### src/rtl/aha_axi_wr_arb_pkg.sv
// Shared types and constants for the two-master AXI4 write arbiter.
package aha_axi_wr_arb_pkg;

    typedef enum logic [1:0] {
        ST_IDLE = 2'd0,
        ST_AW   = 2'd1,
        ST_W    = 2'd2,
        ST_B    = 2'd3
    } arb_state_e;

    localparam int unsigned M0 = 0;
    localparam int unsigned M1 = 1;

    localparam logic [1:0] BRESP_OKAY = 2'b00;

endpackage

### src/rtl/aha_rr_arb2.sv
// Two-way winner picker: round-robin on last winner, or fixed master-0
// priority when AHA_AXI_WR_ARB_FIXED_PRIO_EN is defined.
module aha_rr_arb2
    import aha_axi_wr_arb_pkg::*;
(
    input  logic [1:0] req,
    input  logic       last,
    output logic [1:0] gnt
);

`ifdef AHA_AXI_WR_ARB_FIXED_PRIO_EN
    logic unused_last;
    assign unused_last = last;

    always_comb begin
        gnt     = '0;
        gnt[M0] = req[M0];
        gnt[M1] = req[M1] & ~req[M0];
    end
`else
    // On a tie the master that did not win last time goes first.
    always_comb begin
        gnt = req;
        if (req == 2'b11)
            gnt = last ? 2'b01 : 2'b10;
    end
`endif

endmodule

### src/rtl/aha_axi_wr_arbiter.sv
// Two-master AXI4 write arbiter: one whole AW/W/B transaction at a time.
// Optional AHA_AXI_WR_ARB_FIXED_PRIO_EN selects fixed master-0 priority.
module aha_axi_wr_arbiter
    import aha_axi_wr_arb_pkg::*;
#(
    parameter int ID_WIDTH = 4
) (
    input  logic                ACLK,
    input  logic                ARESETn,

    input  logic [ID_WIDTH-1:0] S0_AWID,
    input  logic [31:0]         S0_AWADDR,
    input  logic [7:0]          S0_AWLEN,
    input  logic [2:0]          S0_AWSIZE,
    input  logic [1:0]          S0_AWBURST,
    input  logic                S0_AWVALID,
    output logic                S0_AWREADY,
    input  logic [63:0]         S0_WDATA,
    input  logic [7:0]          S0_WSTRB,
    input  logic                S0_WLAST,
    input  logic                S0_WVALID,
    output logic                S0_WREADY,
    output logic [ID_WIDTH-1:0] S0_BID,
    output logic [1:0]          S0_BRESP,
    output logic                S0_BVALID,
    input  logic                S0_BREADY,

    input  logic [ID_WIDTH-1:0] S1_AWID,
    input  logic [31:0]         S1_AWADDR,
    input  logic [7:0]          S1_AWLEN,
    input  logic [2:0]          S1_AWSIZE,
    input  logic [1:0]          S1_AWBURST,
    input  logic                S1_AWVALID,
    output logic                S1_AWREADY,
    input  logic [63:0]         S1_WDATA,
    input  logic [7:0]          S1_WSTRB,
    input  logic                S1_WLAST,
    input  logic                S1_WVALID,
    output logic                S1_WREADY,
    output logic [ID_WIDTH-1:0] S1_BID,
    output logic [1:0]          S1_BRESP,
    output logic                S1_BVALID,
    input  logic                S1_BREADY,

    output logic [ID_WIDTH-1:0] M_AWID,
    output logic [31:0]         M_AWADDR,
    output logic [7:0]          M_AWLEN,
    output logic [2:0]          M_AWSIZE,
    output logic [1:0]          M_AWBURST,
    output logic                M_AWVALID,
    input  logic                M_AWREADY,
    output logic [63:0]         M_WDATA,
    output logic [7:0]          M_WSTRB,
    output logic                M_WLAST,
    output logic                M_WVALID,
    input  logic                M_WREADY,
    input  logic [ID_WIDTH-1:0] M_BID,
    input  logic [1:0]          M_BRESP,
    input  logic                M_BVALID,
    output logic                M_BREADY,

    output logic [1:0]          GRANT,
    output logic                BUSY
);

    logic [1:0]                     awvalid, wvalid, wlast, bready;
    logic [1:0][ID_WIDTH-1:0]       awid;
    logic [1:0][31:0]               awaddr;
    logic [1:0][7:0]                awlen;
    logic [1:0][2:0]                awsize;
    logic [1:0][1:0]                awburst;
    logic [1:0][63:0]               wdata;
    logic [1:0][7:0]                wstrb;

    logic [1:0]                     awready, wready, bvalid;
    logic [1:0][ID_WIDTH-1:0]       bid;
    logic [1:0][1:0]                bresp;

    assign awvalid = {S1_AWVALID, S0_AWVALID};
    assign wvalid  = {S1_WVALID,  S0_WVALID};
    assign wlast   = {S1_WLAST,   S0_WLAST};
    assign bready  = {S1_BREADY,  S0_BREADY};
    assign awid    = {S1_AWID,    S0_AWID};
    assign awaddr  = {S1_AWADDR,  S0_AWADDR};
    assign awlen   = {S1_AWLEN,   S0_AWLEN};
    assign awsize  = {S1_AWSIZE,  S0_AWSIZE};
    assign awburst = {S1_AWBURST, S0_AWBURST};
    assign wdata   = {S1_WDATA,   S0_WDATA};
    assign wstrb   = {S1_WSTRB,   S0_WSTRB};

    assign S0_AWREADY = awready[M0];
    assign S1_AWREADY = awready[M1];
    assign S0_WREADY  = wready[M0];
    assign S1_WREADY  = wready[M1];
    assign S0_BVALID  = bvalid[M0];
    assign S1_BVALID  = bvalid[M1];
    assign S0_BID     = bid[M0];
    assign S1_BID     = bid[M1];
    assign S0_BRESP   = bresp[M0];
    assign S1_BRESP   = bresp[M1];

    arb_state_e state_q, state_d;
    logic [1:0] grant_q, grant_d;
    logic [1:0] pick;
    logic       last_w;
    logic       sel;
    logic       in_aw, in_w, in_b;

`ifdef AHA_AXI_WR_ARB_FIXED_PRIO_EN
    assign last_w = 1'b1;
`else
    logic last_q, last_d;
    assign last_w = last_q;
`endif

    aha_rr_arb2 u_pick (
        .req  (awvalid),
        .last (last_w),
        .gnt  (pick)
    );

    assign sel   = grant_q[M1];
    assign in_aw = (state_q == ST_AW);
    assign in_w  = (state_q == ST_W);
    assign in_b  = (state_q == ST_B);
    assign GRANT = grant_q;
    assign BUSY  = (state_q != ST_IDLE);

    // Payload muxes follow the registered owner; only the VALID/READY
    // strobes are gated by state, so forwarding is purely combinational.
    always_comb begin
        M_AWID    = awid[sel];
        M_AWADDR  = awaddr[sel];
        M_AWLEN   = awlen[sel];
        M_AWSIZE  = awsize[sel];
        M_AWBURST = awburst[sel];
        M_AWVALID = in_aw & awvalid[sel];
        M_WDATA   = wdata[sel];
        M_WSTRB   = wstrb[sel];
        M_WLAST   = wlast[sel];
        M_WVALID  = in_w & wvalid[sel];
        M_BREADY  = in_b & bready[sel];

        awready = '0;
        wready  = '0;
        bvalid  = '0;
        bid     = '0;
        bresp   = '0;
        for (int n = 0; n < 2; n++) begin
            awready[n] = in_aw & grant_q[n] & M_AWREADY;
            wready[n]  = in_w  & grant_q[n] & M_WREADY;
            bvalid[n]  = in_b  & grant_q[n] & M_BVALID;
            bid[n]     = (in_b & grant_q[n]) ? M_BID   : '0;
            bresp[n]   = (in_b & grant_q[n]) ? M_BRESP : BRESP_OKAY;
        end
    end

    always_comb begin
        state_d = state_q;
        grant_d = grant_q;
`ifndef AHA_AXI_WR_ARB_FIXED_PRIO_EN
        last_d  = last_q;
`endif
        unique case (state_q)
            ST_IDLE: begin
                if (|awvalid) begin
                    grant_d = pick;
                    state_d = ST_AW;
                end
            end
            ST_AW: begin
                if (M_AWVALID && M_AWREADY)
                    state_d = ST_W;
            end
            ST_W: begin
                // WLAST alone ends the burst; AWLEN is not tracked.
                if (M_WVALID && M_WREADY && M_WLAST)
                    state_d = ST_B;
            end
            ST_B: begin
                if (M_BVALID && M_BREADY) begin
`ifndef AHA_AXI_WR_ARB_FIXED_PRIO_EN
                    last_d  = sel;
`endif
                    grant_d = '0;
                    state_d = ST_IDLE;
                end
            end
            default: begin
                grant_d = '0;
                state_d = ST_IDLE;
            end
        endcase
    end

    always_ff @(posedge ACLK) begin
        if (!ARESETn) begin
            state_q <= ST_IDLE;
            grant_q <= '0;
`ifndef AHA_AXI_WR_ARB_FIXED_PRIO_EN
            last_q  <= 1'b1;
`endif
        end else begin
            state_q <= state_d;
            grant_q <= grant_d;
`ifndef AHA_AXI_WR_ARB_FIXED_PRIO_EN
            last_q  <= last_d;
`endif
        end
    end

endmodule

### config.mk
export PLATFORM = sky130hd
export DESIGN_NAME = aha_axi_wr_arbiter
export DESIGN_NICKNAME = d
export VERILOG_FILES = /design/src/rtl/aha_axi_wr_arb_pkg.sv /design/src/rtl/aha_rr_arb2.sv /design/src/rtl/aha_axi_wr_arbiter.sv
export SDC_FILE = /design/constraint.sdc
export NUM_CORES = 1
export LEC_CHECK = 0
export BUFFER_PORTS_ARGS = -buffer_cell sky130_fd_sc_hd__buf_4
export CAP_MARGIN = 15
export CORE_AREA = 2 2 158 160
export DETAILED_ROUTE_END_ITERATION = 6
export DIE_AREA = 0 0 160 162
export HOLD_SLACK_MARGIN = 0.12
export MAX_ROUTING_LAYER = met4
export PLACE_DENSITY = 0.39
export SLEW_MARGIN = 5
export SYNTH_ARGS = -nofsm -noshare
export SYNTH_HDL_FRONTEND = slang
export SYNTH_SLANG_ARGS = --single-unit
### constraint.sdc
create_clock -name ACLK -period 4.51 [get_ports ACLK]
set_input_delay 0 -clock ACLK [delete_from_list [all_inputs] [get_ports ACLK]]
set_output_delay 0 -clock ACLK [all_outputs]
set_load 0.02 [all_outputs]
# Word level (Yosys, flattened, before mapping)

Cells that the tools add are included.

Bits in registers: 5
Bits of input ports: 261
Output and inout port bits: 146
Logic and storage cells: 73

Magnitude comparators: 1
Eq/ne operators: 8
Mux-type cells: 35
Bitwise operators: 15
Reduce and logical (&&, ||, !) cells: 11

Operators with widths:

| cell                                                                          | count |
|---|---|
| 64-bit two-way mux                                                            | 2 |
| 32-bit two-way mux                                                            | 2 |
| 8-bit two-way mux                                                             | 4 |
| 2-bit two-way mux                                                             | 11 |
| 4-bit two-way mux                                                             | 4 |
| 1-bit AND                                                                     | 15 |
| 1-bit two-way mux                                                             | 8 |
| 2-bit one-hot mux with 4 select lines                                         | 1 |
| 2-bit equality test (second input constant)                                   | 3 |
| 3-bit two-way mux                                                             | 2 |
| 2-bit by 1-bit != test with 1-bit output (second input constant)              | 3 |
| 1-bit logical AND                                                             | 4 |
| 2-bit one-hot mux with 2 select lines                                         | 1 |
| 4-bit AND reduction                                                           | 1 |
| 2-bit nonzero test                                                            | 2 |
| 3-bit AND reduction                                                           | 1 |
| 2-bit by 1-bit equality test with 1-bit output (second input constant)        | 1 |
| 2-bit zero test                                                               | 1 |
| 1-bit by 2-bit less-than comparator with 1-bit output (second input constant) | 1 |
| 2-bit != test (second input constant)                                         | 1 |
| 2-bit AND reduction                                                           | 1 |
| 2-bit OR reduction                                                            | 1 |

# Longest topological paths before layout

Gate-level depths: netlist (run 1).

Word-level depth: 7
Mapped depth: 6
Mapped depth without buffers: 6

# Cells and area by module

From an unflattened synthesis (run 1), not the netlist that was laid out.

Cell total of the unflattened synthesis: 211
Area total of the unflattened synthesis: 2,025.7 um^2

Modules (own cells, without submodules):

| module             | times used | cells each | area an instance (um^2) | sequential area each (um^2) |
|---|---|---|---|---|
| aha_axi_wr_arbiter | 1          | 208        | 2,006.9                 | 100.1 |
| aha_rr_arb2        | 1          | 3          | 18.8                    | 0.0 |

# Least setup slack after synthesis (run 1)

OpenSTA, ideal clock, no wires.

Kind: flip-flop to output port
Start point: register grant_q[1] (netlist: GRANT[1])
End point: output port M_WDATA[11]
Data arrival time: 1.499 ns
Data required time: 4.510 ns
Path slack: 3.011 ns
Cell stages (with the launch flop): 5
Path through: dfxtp_1 -> buf_2 -> buf_2 -> buf_2 -> mux2_2

Longest elaborated chain between the ends: 2

RTL lines:

| element                                               | line                      | text |
|---|---|---|
| from (decl)                                           | aha_axi_wr_arbiter.sv:103 | `logic [1:0] grant_q, grant_d;` |
| from (signal assigned)                                | aha_axi_wr_arbiter.sv:205 | `grant_q <= grant_d;` |
| 64-bit two-way mux (implied by the code) (2 in a row) | aha_axi_wr_arbiter.sv:138 | `M_WDATA = wdata[sel];` |
| to (decl)                                             | aha_axi_wr_arbiter.sv:52  | `output logic [63:0] M_WDATA,` |

Every way passes these cells. The select of a mux whose other input is x is not followed.

# Final worst setup path (run 1)

Start point: register grant_q[1] (netlist: GRANT[1])
End point: output port M_WSTRB[1]

Longest elaborated chain between the ends: 2

RTL lines:

| element                                              | line                      | text |
|---|---|---|
| 8-bit two-way mux (implied by the code) (2 in a row) | aha_axi_wr_arbiter.sv:139 | `M_WSTRB = wstrb[sel];` |
| to (decl)                                            | aha_axi_wr_arbiter.sv:53  | `output logic [7:0] M_WSTRB,` |

Every way passes these cells. The select of a mux whose other input is x is not followed.

==> results of run 1 <==
stage by stage:
stage | total power, mW | area [um^2] | util | setup WS, ns
2_1_floorplan | 0.671 | 1980 | - | 3.01
4_1_cts | 1.35 | 5470 | 0.227 | 2.32
3_5_place_dp | 1.20 | 5380 | 0.223 | 2.42
3_3_place_gp | 1.21 | 5380 | 0.223 | 2.40
6_report | 1.33 | 5470 | 0.227 | 2.38
5_1_grt | 1.41 | 5470 | 0.227 | 2.26
worst min-delay path by stage:
stage / from / endpoint / slack (ns) / depth (start not counted)
4_1_cts: M_BVALID / last_q / 0.18 / 4
3_5_place_dp: ARESETn / last_q / 0.22 / 2
6_report: M_BVALID / last_q / 0.17 / 4
5_1_grt: M_BVALID / last_q / 0.21 / 4
3_3_place_gp: ARESETn / last_q / 0.22 / 2
2_1_floorplan: ARESETn / last_q / 0.06 / 1
logic make-up after synthesis:
kind of cell,count (synthesis),synth area share
buffers and inverters,24,0.0549
adders and majority gates,4,0.0252
and+or+nand+nor,33,0.0965
DFF,5,0.0504
muxes,130,0.733
AOI/OAI and AO/OA,8,0.0404
power by group:
| group | switching (mW) | leakage, nW | total [mW] | internal, mW |
|---|---|---|---|---|
| Combinational | 0.510 | 2.67 | 1.08 | 0.572 |
| Sequential | 0.0451 | 0.0418 | 0.103 | 0.0580 |
| Clock | 0.0271 | 0.0382 | 0.144 | 0.117 |
final cells by class:
cell class	count	area (um^2)
clock buffer	4	78.8
fill	2715	18600
inverter	7	26.3
multi-input combinational	175	1780
sequential	5	104
tap	324	405
timing repair buffer	408	3080
routing by layer:
metal / track usage / up-vias
met5: - / -
met4: 0.00369 / 0
met1: 0.133 / 1414
li1: - / 1551
met3: 0.0329 / 0
met2: 0.264 / 240
synth_stat cells (all sizes together):
master / n
mux2: 122
and3: 18
buf: 15
mux2i: 8
inv: 7
dfxtp: 5
ha: 4
nand2: 4
nor2b: 4
nor2: 3
a211oi: 2
clkbuf: 2
nand3b: 2
o211a: 2
o21ai: 2
a2111oi: 1
a21boi: 1
nand3: 1
nor3b: 1
cell usage in the layout (no fill, tap or decap), types with 2 or more instances in the layout:
master     netlist  layout
nor2_1           3       3
a211oi_1         2       2
o21ai_0          2       2
o211a_1          2       2
mux2_2         122     122
nand2_1          4       4
dfxtp_1          5       4
mux2i_1          8       8
nor2b_1          4       4
ha_1             4       4
nand3b_1         2       2
clkbuf_16        0       3
buf_4            0     406
and3_1          18      18
inv_1            7       7
registers in the layout, summed over array words and instances (netlist names):
signal,flops
state_q,2
GRANT,2
last_q,1
timing repair:
item,CTS,global route
endpoints found under the hold margin,5,0
hold buffers,1,0
buffers inserted,0,0
worst max-delay path, delay by kind of cell, from the launching register on:
kind,cells,cell delay [ns]
buffers and inverters,2,0.58
flip-flops,1,0.79
multiplexers,1,0.41
==> metrics.txt, run 1 <==
# TYPE chip_impl_metric gauge
chip_impl_metric{name="power.density_cell_area",unit="mW/mm^2"} 243
chip_impl_metric{name="detailedPlacementHpwl",unit="mm"} 16.3
chip_impl_metric{name="leakagePower",unit="nW"} 2.75
chip_impl_info{name="cp-endpoint",value="M_WSTRB[1]"} 1
chip_impl_metric{name="wl_met2",unit="mm"} 10.1
chip_impl_metric{name="cts_repair_resize_count",unit=""} 0
chip_impl_metric{name="drt_first_iter_violations",unit=""} 69
chip_impl_metric{name="syn_area",unit="mm^2"} 0.00198
chip_impl_metric{name="floorplan.rows",unit=""} 57
chip_impl_metric{name="timing_hold_violations_final",unit=""} 0
chip_impl_metric{name="finalNetCount",unit=""} 865
chip_impl_metric{name="grt_use_total",unit=""} 0.130
chip_impl_metric{name="die_h",unit="um"} 162
chip_impl_metric{name="max_slew_margin",unit=""} 0.516
chip_impl_metric{name="ctsHtreeMaxLevel",unit=""} 1
chip_impl_metric{name="antenna_cells",unit=""} 0
chip_impl_metric{name="synthesis.area_per_instance",unit="um^2"} 9.73
chip_impl_metric{name="synth_cell_types",unit=""} 19
chip_impl_metric{name="drc",unit=""} 0
chip_impl_info{name="cp_cell_sequence",value="buf_12, mux2_2, buf_4"} 1
chip_impl_metric{name="final-max-slew-violation-count",unit=""} 0
chip_impl_metric{name="grt_antenna_before_repair",unit=""} 0
chip_impl_metric{name="synth_seq_cells",unit=""} 5
chip_impl_info{name="worstHoldPathType",value="in -> reg"} 1
chip_impl_metric{name="maximum_number_of_pins_on_one_net_before_global_route_repair",unit=""} 83
chip_impl_metric{name="finalSetupViolCount",unit=""} 0
chip_impl_metric{name="wl_met3",unit="mm"} 1.57
chip_impl_metric{name="netlist_instances",unit=""} 204
chip_impl_metric{name="cts.sink_count",unit=""} 5
chip_impl_metric{name="post-synth-top-area-fraction",unit=""} 0.692
chip_impl_metric{name="post-route-min-period",unit="ns"} 2.13
chip_impl_metric{name="drive_above_1_share",unit=""} 0.891
chip_impl_metric{name="drt_pass1_iterations",unit=""} 4
chip_impl_metric{name="port_buffers",unit=""} 406
chip_impl_info{name="rsz_0062_raised_after_global_routing",value="no"} 1
chip_impl_metric{name="worst-r2r-setup-slack",unit="ns"} 2.52
chip_impl_metric{name="finalWirelength",unit="mm"} 17.9
chip_impl_info{name="rr_startpoint",value="GRANT[1]"} 1
chip_impl_metric{name="placedCellCount",unit=""} 918
chip_impl_metric{name="worst_slew_pin_slew",unit="ns"} 0.727
chip_impl_metric{name="cp_data_required_time",unit="ns"} 4.51
chip_impl_metric{name="setup_tns",unit="ns"} 0
chip_impl_info{name="launching_element_of_the_worst_setup_path",value="GRANT[1]"} 1
chip_impl_metric{name="cts-buffers-inserted",unit=""} 3
chip_impl_metric{name="final-instance-count-excl-fill",unit=""} 923
chip_impl_metric{name="sequential_share_of_the_synthesized_area",unit=""} 0.0504
chip_impl_info{name="synth_area_leader_cell",value="mux2_2"} 1
chip_impl_metric{name="critical_path.max_stage_delay",unit="ns"} 0.79
chip_impl_metric{name="area.growth.synth_to_final",unit="%"} 176
chip_impl_info{name="cp_slowest_cell",value="dfxtp_4"} 1
chip_impl_metric{name="gp_routability_congestion",unit=""} 0.784
chip_impl_metric{name="design.core.area",unit="mm^2"} 0.0241
chip_impl_metric{name="synth.yosys.warnings",unit=""} 0
chip_impl_info{name="critPathLaunchType",value="register"} 1
chip_impl_metric{name="max-cap-violations",unit=""} 0
chip_impl_metric{name="postRouteAntennaNets",unit=""} 0
chip_impl_metric{name="worst_hold_slack",unit="ns"} 0.167
chip_impl_metric{name="ir_worst_vdd",unit="mV"} 0.149
chip_impl_info{name="status",value="finished, final reports clean"} 1
chip_impl_metric{name="worstRegToRegCells",unit=""} 4
chip_impl_metric{name="avgViaCountPerCell",unit=""} 3.47
chip_impl_info{name="highest-signal-layer",value="met3"} 1
chip_impl_metric{name="floorplan.die.width",unit="um"} 160
chip_impl_metric{name="fin_crit_sh",unit=""} 0.473
chip_impl_metric{name="floorplan.initialDensity",unit=""} 0.0823
chip_impl_metric{name="grt_pass1_wl",unit="mm"} 24.0
chip_impl_metric{name="routedLengthMet1",unit="mm"} 6.22
chip_impl_metric{name="clock_buffer_depth",unit=""} 2
chip_impl_metric{name="number_of_global_route_vias_before_repair",unit=""} 3533
chip_impl_metric{name="synth_nets",unit=""} 469
chip_impl_info{name="synth.top_cells.by_area",value="mux2_2, and3_1, dfxtp_1"} 1
chip_impl_metric{name="max_clock_freq",unit="GHz"} 0.469
chip_impl_info{name="cts.root.buffer_cell",value="clkbuf_16"} 1
chip_impl_metric{name="design.die.area",unit="mm^2"} 0.0259
chip_impl_metric{name="crit_arrival",unit="ns"} 2.13
chip_impl_metric{name="floorplan.io_pins",unit=""} 407
chip_impl_metric{name="routed-via-count",unit=""} 3205
chip_impl_info{name="criticalPathCategory",value="reg -> out"} 1
chip_impl_info{name="setup.worst_path.end_class",value="output port"} 1
chip_impl_metric{name="timing.critical_path.fanout_max",unit=""} 82
chip_impl_metric{name="timing.clock.skew",unit="ns"} 0.000180
chip_impl_info{name="clock_tree_from_tritoncts",value="built"} 1
chip_impl_info{name="timing.rr.end",value="GRANT[1]"} 1
chip_impl_metric{name="wl_per_cell",unit="um"} 19.4
chip_impl_metric{name="clk_pin_slew",unit="ns"} 0.03
chip_impl_metric{name="clk-insertion-delay-late",unit="ns"} 0.22
chip_impl_metric{name="overflow_after_grt",unit=""} 0
(Power assumes the default switching activity.)
==> run 2, diff against run 1 <==
--- a/config.mk
+++ b/config.mk
@@ -7,12 +7,12 @@
 export LEC_CHECK = 0
 export BUFFER_PORTS_ARGS = -buffer_cell sky130_fd_sc_hd__buf_4
 export CAP_MARGIN = 15
-export CORE_AREA = 2 2 158 160
+export CORE_AREA = 2 2 160 162
 export DETAILED_ROUTE_END_ITERATION = 6
-export DIE_AREA = 0 0 160 162
+export DIE_AREA = 0 0 162 164
 export HOLD_SLACK_MARGIN = 0.12
 export MAX_ROUTING_LAYER = met4
-export PLACE_DENSITY = 0.39
+export PLACE_DENSITY = 0.38
 export SLEW_MARGIN = 5
 export SYNTH_ARGS = -nofsm -noshare
 export SYNTH_HDL_FRONTEND = slang
==> constraint.sdc (replaced) <==
create_clock -name ACLK -period 2.2 [get_ports ACLK]
set_input_delay 0 -clock ACLK [delete_from_list [all_inputs] [get_ports ACLK]]
set_output_delay 0 -clock ACLK [all_outputs]
set_load 0.02 [all_outputs]
==> run 2 against run 1 <==
Against the previous run:
- combinational power increased by 110%
- sequential power up 58%
- clock power is 110% higher
- global-route usage is 3.1 points lower
- highest routed layer is now met4
- first-iteration DRC count decreased by 26%
- final cell count rose by 1.2%
- non-clock buffer count increased by 3
- power grew 100%
- utilization is 0.51 points lower
- register-to-register slack lost 1.9 ns
==> metrics.txt, run 2 (synthesized netlist as in run 1, its figures left out) <==
# TYPE chip_impl_metric gauge
chip_impl_info{name="status",value="finished, final reports clean"} 1
chip_impl_metric{name="wl_per_cell",unit="um"} 15.6
chip_impl_metric{name="finalWirelength",unit="mm"} 14.5
chip_impl_metric{name="postLayoutCoreUtil",unit=""} 0.222
chip_impl_metric{name="worstRegToRegCells",unit=""} 6
chip_impl_metric{name="cp_data_required_time",unit="ns"} 2.20
chip_impl_metric{name="design.core.area",unit="mm^2"} 0.0248
chip_impl_metric{name="overflow_after_grt",unit=""} 0
chip_impl_info{name="rsz_0062_raised_after_global_routing",value="no"} 1
chip_impl_metric{name="die_h",unit="um"} 164
chip_impl_metric{name="floorplan.die.width",unit="um"} 162
chip_impl_info{name="hold_path.startpoint",value="M_BVALID"} 1
chip_impl_metric{name="number_of_global_route_vias_before_repair",unit=""} 3299
chip_impl_metric{name="drt_first_iter_violations",unit=""} 51
chip_impl_metric{name="routed-via-count",unit=""} 3233
chip_impl_metric{name="floorplan.initialDensity",unit=""} 0.0800
chip_impl_metric{name="timing_hold_violations_final",unit=""} 0
chip_impl_metric{name="timing.critical_path.fanout_max",unit=""} 49
chip_impl_metric{name="swShare",unit=""} 0.427
chip_impl_info{name="clock_tree_from_tritoncts",value="built"} 1
chip_impl_metric{name="finalNetCount",unit=""} 868
chip_impl_metric{name="leakagePower",unit="nW"} 2.77
chip_impl_metric{name="floorplan.io_pins",unit=""} 407
chip_impl_metric{name="worst-r2r-setup-slack",unit="ns"} 0.59
chip_impl_metric{name="setup_slack",unit="ns"} 0.404
chip_impl_metric{name="floorplan.rows",unit=""} 58
chip_impl_info{name="whs_endpoint",value="last_q"} 1
chip_impl_metric{name="clk-insertion-delay-late",unit="ns"} 0.23
chip_impl_metric{name="ctsHtreeMaxLevel",unit=""} 1
chip_impl_info{name="criticalPathCategory",value="reg -> out"} 1
chip_impl_info{name="setup.worst_path.end_class",value="output port"} 1
chip_impl_metric{name="power_frac_seq",unit=""} 0.061
chip_impl_metric{name="clk_pin_slew",unit="ns"} 0.03
chip_impl_metric{name="placedCellCount",unit=""} 927
chip_impl_info{name="layout.cells.most_common_list",value="buf_4, mux2_2, and3_1, mux2i_1, inv_1"} 1
chip_impl_info{name="worstHoldPathType",value="in -> reg"} 1
chip_impl_metric{name="fin_crit_sh",unit=""} 0.816
chip_impl_info{name="critPathLaunchType",value="register"} 1
chip_impl_metric{name="p_comb_frac",unit=""} 0.828
chip_impl_info{name="cts.root.buffer_cell",value="clkbuf_16"} 1
chip_impl_info{name="rr_startpoint",value="state_q[0]"} 1
chip_impl_metric{name="drc",unit=""} 0
chip_impl_metric{name="clock_buffer_depth",unit=""} 2
chip_impl_metric{name="crit_arrival",unit="ns"} 1.80
chip_impl_metric{name="detailedPlacementHpwl",unit="mm"} 13.1
chip_impl_metric{name="worst_slew_pin_slew",unit="ns"} 0.628
chip_impl_metric{name="post-route-min-period",unit="ns"} 1.80
chip_impl_metric{name="total_switching_power",unit="mW"} 1.14
chip_impl_metric{name="port_buffers",unit=""} 406
chip_impl_metric{name="maximum_number_of_pins_on_one_net_before_global_route_repair",unit=""} 58
chip_impl_metric{name="place_worst_setup_slack",unit="ns"} 0.594
chip_impl_metric{name="holdPathStages",unit=""} 4
chip_impl_metric{name="ir_worst_vdd",unit="mV"} 0.238
chip_impl_metric{name="setup_tns",unit="ns"} 0
chip_impl_metric{name="final-instance-count-excl-fill",unit=""} 934
chip_impl_metric{name="postRouteAntennaNets",unit=""} 0
chip_impl_metric{name="grt_antenna_before_repair",unit=""} 2
chip_impl_metric{name="design.die.area",unit="mm^2"} 0.0266
chip_impl_metric{name="timing.clock.skew",unit="ns"} 0.000721
chip_impl_metric{name="max_slew_margin",unit=""} 0.581
chip_impl_metric{name="gp_routability_congestion",unit=""} 0.726
chip_impl_info{name="timing.rr.end",value="GRANT[1]"} 1
chip_impl_metric{name="max-cap-violations",unit=""} 0
chip_impl_metric{name="finalSetupViolCount",unit=""} 0
chip_impl_metric{name="grt_pass1_wl",unit="mm"} 19.3
chip_impl_metric{name="max_clock_freq",unit="GHz"} 0.557
chip_impl_metric{name="cts.sink_count",unit=""} 5
chip_impl_metric{name="avgViaCountPerCell",unit=""} 3.46
chip_impl_metric{name="cts-buffers-inserted",unit=""} 3
chip_impl_metric{name="clkPwrFrac",unit=""} 0.111
chip_impl_metric{name="area.growth.synth_to_final",unit="%"} 177
chip_impl_metric{name="drive_above_1_share",unit=""} 0.892
chip_impl_info{name="final_common_cell",value="buf_4"} 1
chip_impl_metric{name="cts_repair_resize_count",unit=""} 0
chip_impl_metric{name="power.density_cell_area",unit="mW/mm^2"} 487
chip_impl_metric{name="final-max-slew-violation-count",unit=""} 0
chip_impl_metric{name="drt_pass1_iterations",unit=""} 4
chip_impl_metric{name="internal-power",unit="mW"} 1.54
chip_impl_metric{name="grt_use_total",unit=""} 0.0992
run 2: cell count changes in the layout (fill, tap and decap cells not counted), sizes merged:
cell | before | now
buf | 407 | 410
diode | 0 | 2
run 2: power by group through the flow:
stage | Sequential, mW | Combinational, mW | Clock (mW)
floorplan | 0.153 | 1.22 | 0
global route | 0.170 | 2.36 | 0.313
CTS | 0.167 | 2.26 | 0.303
finish | 0.163 | 2.22 | 0.298
global placement | 0.168 | 2.27 | 0
detailed placement | 0.168 | 2.25 | 0
run 2: what timing repair did:
| action | CTS | global route |
|---|---|---|
| buffers inserted | 0 | 0 |
| endpoints found under the hold margin | 5 | 0 |
| hold buffers | 1 | 0 |
run 2: stage by stage:
step	power [mW]	hold WS [ns]	instance area, um^2
3_3_place_gp	2.44	0.233	5410
6_report	2.68	0.170	5500
5_1_grt	2.84	0.203	5500
2_1_floorplan	1.38	0.0619	1980
4_1_cts	2.73	0.175	5500
3_5_place_dp	2.42	0.230	5410
run 2: layer usage:
layer / part of all wire / vias up / routed length (um) / global-route usage
met5: 0 / - / 0 / -
met4: 0.0035 / 0 / 51 / 0.00925
met3: 0.13 / 4 / 1880 / 0.0394
met2: 0.56 / 246 / 8100 / 0.203
met1: 0.31 / 1424 / 4520 / 0.0878
li1: - / 1559 / - / -
run 2: how the worst max path moves through the flow:
stage                          start           to  slack [ns]
after floorplan             GRANT[1]  M_WDATA[11]        0.70
after global placement    state_q[0]     GRANT[0]        0.60
after detailed placement  state_q[0]     GRANT[0]        0.59
after CTS                   GRANT[1]   M_WDATA[2]        0.39
after global routing        GRANT[1]   M_WDATA[2]        0.33
final                       GRANT[1]   M_WDATA[4]        0.40
run 2: area by class of cell:
type | count | area (um^2)
Fill cell | 2763 | 19300
Timing Repair Buffer | 411 | 3100
Multi-Input combinational cell | 175 | 1780
Tap cell | 330 | 413
Sequential cell | 5 | 104
Clock buffer | 4 | 78.8
Inverter | 7 | 26.3
Antenna cell | 2 | 5.00
run 2: critical path: stages, from the launching register on:
cell	delay [ns]
dfxtp_4	0.40
buf_4	0.51
mux2_2	0.44
buf_4	0.17
